===== src/rtl/sipo_pkg.sv =====
// Shared definitions for the serial-in, parallel-out receiver:
// FSM state encodings and the default word width.
package sipo_pkg;

  typedef enum logic {
    IDLE  = 1'b0,
    SHIFT = 1'b1
  } state_e;

  localparam int DEFAULT_WIDTH = 8;

endpackage


===== src/rtl/sipo_shift_reg.sv =====
// Shift register and bit counter for one serial frame; flags the edge that
// samples the final bit and presents the completed word on that same edge.
module sipo_shift_reg
  import sipo_pkg::*;
#(
  parameter int WIDTH     = DEFAULT_WIDTH,
  parameter bit MSB_FIRST = 1'b1
) (
  input  logic             clk,
  input  logic             rst,
  input  logic             sin_i,
  input  logic             capture_i,
  input  logic             shift_i,
  output logic             done_o,
  output logic [WIDTH-1:0] word_o
);

  localparam int CW = $clog2(WIDTH + 1);

  logic [WIDTH-1:0] shift_q, shift_d;
  logic [WIDTH-1:0] shifted;
  logic [WIDTH-1:0] captured;
  logic [CW-1:0]    count_q, count_d;

  // A capture always restarts the frame, even mid-word; completion clears the
  // register so the next frame starts from a clean slate.
  always_comb begin
    if (MSB_FIRST) begin
      shifted  = {shift_q[WIDTH-2:0], sin_i};
      captured = {{(WIDTH-1){1'b0}}, sin_i};
    end else begin
      shifted  = {sin_i, shift_q[WIDTH-1:1]};
      captured = {sin_i, {(WIDTH-1){1'b0}}};
    end
    done_o  = shift_i && (count_q == CW'(WIDTH - 1));
    word_o  = shifted;
    shift_d = shift_q;
    count_d = count_q;
    if (capture_i) begin
      shift_d = captured;
      count_d = CW'(1);
    end else if (done_o) begin
      shift_d = '0;
      count_d = '0;
    end else if (shift_i) begin
      shift_d = shifted;
      count_d = count_q + CW'(1);
    end
  end

  always_ff @(posedge clk or posedge rst) begin
    if (rst) begin
      shift_q <= '0;
      count_q <= '0;
    end else begin
      shift_q <= shift_d;
      count_q <= count_d;
    end
  end

endmodule


===== src/rtl/sipo_receiver.sv =====
// Serial-to-parallel receiver: frame FSM, output word register with
// valid/ready handshake and a sticky overrun flag for dropped words.
module sipo_receiver
  import sipo_pkg::*;
#(
  parameter int WIDTH     = DEFAULT_WIDTH,
  parameter bit MSB_FIRST = 1'b1
) (
  input  logic             clk,
  input  logic             rst,
  input  logic             sin,
  input  logic             sin_valid,
  input  logic             sin_start,
  output logic [WIDTH-1:0] dout,
  output logic             dout_valid,
  input  logic             dout_ready,
  output logic             busy,
  output logic             overrun
);

  state_e           state_q;
  logic [WIDTH-1:0] dout_q;
  logic             dout_valid_q;
  logic             busy_q;
  logic             overrun_q;

  logic             capture;
  logic             shift_en;
  logic             done;
  logic [WIDTH-1:0] word;

  assign capture  = sin_valid && sin_start;
  assign shift_en = sin_valid && !sin_start && (state_q == SHIFT);

  sipo_shift_reg #(
    .WIDTH     (WIDTH),
    .MSB_FIRST (MSB_FIRST)
  ) u_shift (
    .clk       (clk),
    .rst       (rst),
    .sin_i     (sin),
    .capture_i (capture),
    .shift_i   (shift_en),
    .done_o    (done),
    .word_o    (word)
  );

  // A completed word is only dropped when an unconsumed word is still held
  // and the consumer is not taking it on this very edge.
  always_ff @(posedge clk or posedge rst) begin
    if (rst) begin
      state_q      <= IDLE;
      busy_q       <= 1'b0;
      dout_q       <= '0;
      dout_valid_q <= 1'b0;
      overrun_q    <= 1'b0;
    end else begin
      if (capture) begin
        state_q <= SHIFT;
        busy_q  <= 1'b1;
      end else if (done) begin
        state_q <= IDLE;
        busy_q  <= 1'b0;
      end
      if (done) begin
        if (!dout_valid_q || dout_ready) begin
          dout_q       <= word;
          dout_valid_q <= 1'b1;
        end else begin
          overrun_q <= 1'b1;
        end
      end else if (dout_valid_q && dout_ready) begin
        dout_valid_q <= 1'b0;
      end
    end
  end

  assign dout       = dout_q;
  assign dout_valid = dout_valid_q;
  assign busy       = busy_q;
  assign overrun    = overrun_q;

endmodule


===== config.mk =====
export PLATFORM = sky130hd
export DESIGN_NAME = sipo_receiver
export DESIGN_NICKNAME = d
export VERILOG_FILES = /design/src/rtl/sipo_pkg.sv /design/src/rtl/sipo_shift_reg.sv /design/src/rtl/sipo_receiver.sv
export SDC_FILE = /design/constraint.sdc
export NUM_CORES = 1
export LEC_CHECK = 0
export ABC_AREA = 1
export BUFFER_PORTS_ARGS = -buffer_cell sky130_fd_sc_hd__buf_2
export CORE_ASPECT_RATIO = 0.9
export CORE_UTILIZATION = 58
export DETAILED_ROUTE_END_ITERATION = 7
export PLACE_DENSITY = 0.82
export SYNTH_ARGS = -nofsm -noshare
export SYNTH_HDL_FRONTEND = slang
export SYNTH_HIERARCHICAL = 1
export SYNTH_SLANG_ARGS = --single-unit

===== constraint.sdc =====
create_clock -name clk -period 2.4 [get_ports clk]
set_input_delay 0.36 -clock clk [delete_from_list [all_inputs] [get_ports clk]]
set_output_delay 0.36 -clock clk [all_outputs]
set_load 0.005 [all_outputs]

==> run_summary.xml <==
<?xml version="1.0" encoding="UTF-8"?>
<metrics>
  <group name="clock_network">
    <metric name="clock-sinks" unit="">22</metric>
    <metric name="tritoncts" unit="">done</metric>
    <metric name="cts-root-to-sink-buffers" unit="">2</metric>
    <metric name="cts_inserted_buffers" unit="">3</metric>
    <metric name="cts_htree_levels" unit="">1</metric>
    <metric name="hold_buffers" unit="">0</metric>
    <metric name="clock-root-buffer" unit="">clkbuf_4</metric>
    <metric name="clock_latency" unit="ps">300</metric>
    <metric name="postCtsSetupRepairBufs" unit="">0</metric>
    <metric name="clk_pin_slew" unit="ps">120</metric>
    <metric name="resized_cells_post_cts" unit="">0</metric>
  </group>
  <group name="place">
    <metric name="place_worst_setup_slack" unit="ps">576</metric>
    <metric name="post-dp-hpwl" unit="mm">1.29</metric>
    <metric name="final_weighted_congestion_in_routability_driven_placement" unit="">0.795</metric>
    <metric name="buffer_ports.inserted" unit="">16</metric>
  </group>
  <group name="run">
    <metric name="drv_cap" unit="">0</metric>
  </group>
  <group name="logic_synthesis">
    <metric name="yosys_warnings" unit="">6</metric>
    <metric name="synth_top_area_cell" unit="">dfrtp_1</metric>
    <metric name="combinational_family_with_the_most_area_after_synthesis" unit="">simple AND/OR/NAND/NOR gates</metric>
    <metric name="yosysTopAreaCellShare" unit="%">52.3</metric>
    <metric name="post_synth_and_or_nand_nor_area_fraction" unit="%">29.8</metric>
    <metric name="synth.mux.area_fraction" unit="%">0</metric>
    <metric name="synth_edf_count" unit="">0</metric>
    <metric name="most_frequently_used_cell_type_in_the_post_synthesis_netlist" unit="">nand2_1</metric>
    <metric name="synth-async-reset-ratio" unit="%">100</metric>
    <metric name="top_cells_by_area_in_the_synthesized_netlist" unit="">dfrtp_1 52%, nand2_1 11%, nand3_2 7.6%</metric>
    <metric name="synth_fa_ha_area_share" unit="%">1.19</metric>
    <metric name="synth_area_per_cell" unit="sq um">9.67</metric>
    <metric name="netlist_area" unit="sq mm">0.00105</metric>
    <metric name="synth.top_cells.by_count" unit="">31 x nand2_1, 22 x dfrtp_1, 10 x inv_1</metric>
    <metric name="synth_xor_area_share" unit="%">0</metric>
    <metric name="synth_fp_nets" unit="">116</metric>
    <metric name="unique_cell_type_count_in_the_yosys_netlist" unit="">22</metric>
    <metric name="synth_top_flop_cell" unit="">dfrtp_1</metric>
    <metric name="synth.yosys.seq_area_share" unit="%">52.3</metric>
    <metric name="netlist_instances" unit="">109</metric>
    <metric name="synth_compound_area_share" unit="%">8.08</metric>
    <metric name="ys_seq_elements" unit="">22</metric>
  </group>
  <group name="critical_path">
    <metric name="reg2reg_from" unit="">busy</metric>
    <metric name="crit_path_start_kind" unit="">flip-flop</metric>
    <metric name="timing.reg2reg.setup_slack" unit="ps">630</metric>
    <metric name="launching_instance_or_port_of_the_critical_path" unit="">busy</metric>
    <metric name="cpLargestDelayFamily" unit="">simple AND/OR/NAND/NOR gates</metric>
    <metric name="worst-path-buf-inv" unit="">2</metric>
    <metric name="worst-setup-path-type" unit="">reg2reg</metric>
    <metric name="crit_path_cell_trace" unit="">nand2_1 -&gt; nor2_1 -&gt; inv_2 -&gt; nor2_2 -&gt; nand2_2 -&gt; inv_1 -&gt; nand2_4 -&gt; nand2_1 -&gt; nand2_1</metric>
    <metric name="ff2ff_path_depth" unit="">9</metric>
    <metric name="path_depth" unit="">9</metric>
    <metric name="required" unit="ps">2610</metric>
    <metric name="end_kind" unit="">flip-flop</metric>
    <metric name="cp_max_fo" unit="">10</metric>
    <metric name="critical-path-max-stage-delay" unit="ps">390</metric>
    <metric name="reg2reg_to" unit="">dout[4]</metric>
    <metric name="worst_setup_path_endpoint" unit="">dout[4]</metric>
    <metric name="worstPathArrival" unit="ps">1980</metric>
    <metric name="crit_path_frequent_cell" unit="">nand2_1</metric>
    <metric name="cpMaxStageDelayCell" unit="">dfrtp_1</metric>
  </group>
  <group name="global_route">
    <metric name="grt_overflow" unit="">0</metric>
    <metric name="antenna_found_initial" unit="">0</metric>
    <metric name="groute.usage.overall" unit="%">21.5</metric>
    <metric name="first_pass_grt_wire_length" unit="mm">3.05</metric>
    <metric name="grt_pass1_vias" unit="">737</metric>
    <metric name="maximum_number_of_pins_on_one_net_before_global_route_repair" unit="">14</metric>
  </group>
  <group name="route">
    <metric name="drt_drc_violations_left" unit="">0</metric>
    <metric name="detail_route.iter0.violations" unit="">12</metric>
    <metric name="wl_per_cell" unit="um">11.2</metric>
    <metric name="routed-via-count" unit="">733</metric>
    <metric name="drt.antenna.violating_nets" unit="">0</metric>
    <metric name="route.final.wire_length" unit="mm">1.69</metric>
    <metric name="vias_per_cell" unit="">4.89</metric>
    <metric name="drt-pass1-iter-count" unit="">4</metric>
  </group>
  <group name="sta">
    <metric name="fin_worst_skew" unit="ps">4.56</metric>
    <metric name="finalHoldWorstSlack" unit="ps">23.7</metric>
    <metric name="maxClockFrequency" unit="MHz">566</metric>
    <metric name="grt_setup_unrepaired" unit="">false</metric>
    <metric name="setup_tns" unit="ps">0</metric>
    <metric name="finalSetupViolCount" unit="">0</metric>
    <metric name="timing.final.crit_period" unit="ps">1770</metric>
    <metric name="hold_viol_final" unit="">0</metric>
    <metric name="setup_ws" unit="ps">634</metric>
    <metric name="slew_headroom" unit="%">67.7</metric>
    <metric name="report.final.slew_viol_count" unit="">0</metric>
    <metric name="timing.final.crit_share" unit="%">73.6</metric>
    <metric name="worst-slew-pin-transition" unit="ps">484</metric>
  </group>
  <group name="worst_hold_path">
    <metric name="hold_path.class" unit="">in2async</metric>
  </group>
  <group name="die">
    <metric name="design.die.area" unit="sq mm">0.00199</metric>
    <metric name="boundaryPins" unit="">17</metric>
    <metric name="num_rows" unit="">14</metric>
    <metric name="initial_utilization" unit="%">62.6</metric>
    <metric name="floorplan.die.width" unit="um">46.9</metric>
    <metric name="chipHeight" unit="um">42.4</metric>
    <metric name="core_region_area" unit="sq mm">0.00168</metric>
  </group>
  <group name="power_and_ir_drop">
    <metric name="power_leakage" unit="nW">0.643</metric>
    <metric name="ir_drop" unit="mV">0.700</metric>
    <metric name="comb_power_share" unit="%">16.3</metric>
    <metric name="cell_internal_power" unit="uW">647</metric>
    <metric name="power.total" unit="uW">877</metric>
    <metric name="power.share.switching" unit="%">26.3</metric>
    <metric name="power.net_switching" unit="uW">230</metric>
    <metric name="clkPwrFrac" unit="%">31.4</metric>
    <metric name="power-per-cell-area" unit="mW/mm^2">745</metric>
    <metric name="seq_power_share" unit="%">52.3</metric>
  </group>
  <group name="status">
    <metric name="outcome" unit="">finished, final reports clean</metric>
  </group>
  <group name="layout">
    <metric name="syn_to_final_growth" unit="%">11.8</metric>
    <metric name="final_net_count" unit="">134</metric>
    <metric name="n_antenna_cell" unit="">0</metric>
    <metric name="share_of_cells_above_drive_strength_1" unit="%">34.9</metric>
  </group>
</metrics>
-- power groups by stage --
stage	Clock [mW]	Combinational, mW	Sequential, mW
finish	0.276	0.143	0.459
global route	0.300	0.172	0.466
CTS	0.284	0.146	0.459
detailed placement	0	0.145	0.467
global placement	0	0.141	0.463
floorplan	0	0.102	0.462
-- per-layer routing --
layer	wire length [um]	share of wire [%]	track usage [%]	up-vias
met2	831	49	35.6	12
met4	12	0.71	3.43	0
met3	64	3.8	6.47	2
met1	780	46	27.7	343
met5	0	0	0	-
li1	-	-	-	376
-- layout make-up --
type	count	area, sq um
sequential	22	551
fill	139	504
clock inverter	1	30.0
timing repair buffer	16	80.1
clock buffer	3	22.5
tap	24	30.0
inverter	14	52.6
multi-input combinational	70	412
-- worst min path at each step --
stage | from | end
after floorplan | rst | busy
after global placement | rst | busy
after detailed placement | rst | overrun
after CTS | rst | busy
after global routing | rst | overrun
final | rst | busy
-- kinds of logic (layout without fill, tap and decap cells) --
kind of cell,after synthesis,count (layout)
buffers and inverters,17,34
AND/OR/NAND/NOR,57,57
adder cells (fa/ha/maj),1,1
flip-flops,22,22
AO/OA/AOI/OAI,12,12
-- flip-flops by register name, summed over array words and instances (netlist names) --
register / flops
u_shift/count_q: 4
u_shift/shift_q: 7
overrun: 1
dout: 8
dout_valid: 1
busy: 1
-- stage by stage --
stage	instances	cell area [sq um]	utilization (%)
5_1_grt	150	1180	70.0
2_1_floorplan	109	1050	-
6_report	150	1180	70.0
3_5_place_dp	146	1120	66.9
4_1_cts	150	1180	70.0
3_3_place_gp	146	1120	66.9
-- layout by cell type (no fill, tap or decap) --
master     count
nand3_2        8
inv_2          4
nand3_1        4
nand2_4        3
clkbuf_4       3
nand2_1       31
nand2_2        1
ha_1           1
inv_1         10
a22o_1         1
o21ai_1        1
nor2_4         2
buf_2         16
o21bai_2       1
bufinv_16      1
nand4_1        1
dfrtp_1       22
a21oi_1        2
nor2_1         6
o21ai_2        4
o21ai_0        3
nor2_2         1
Note: power is estimated with default switching activity, not from simulation.
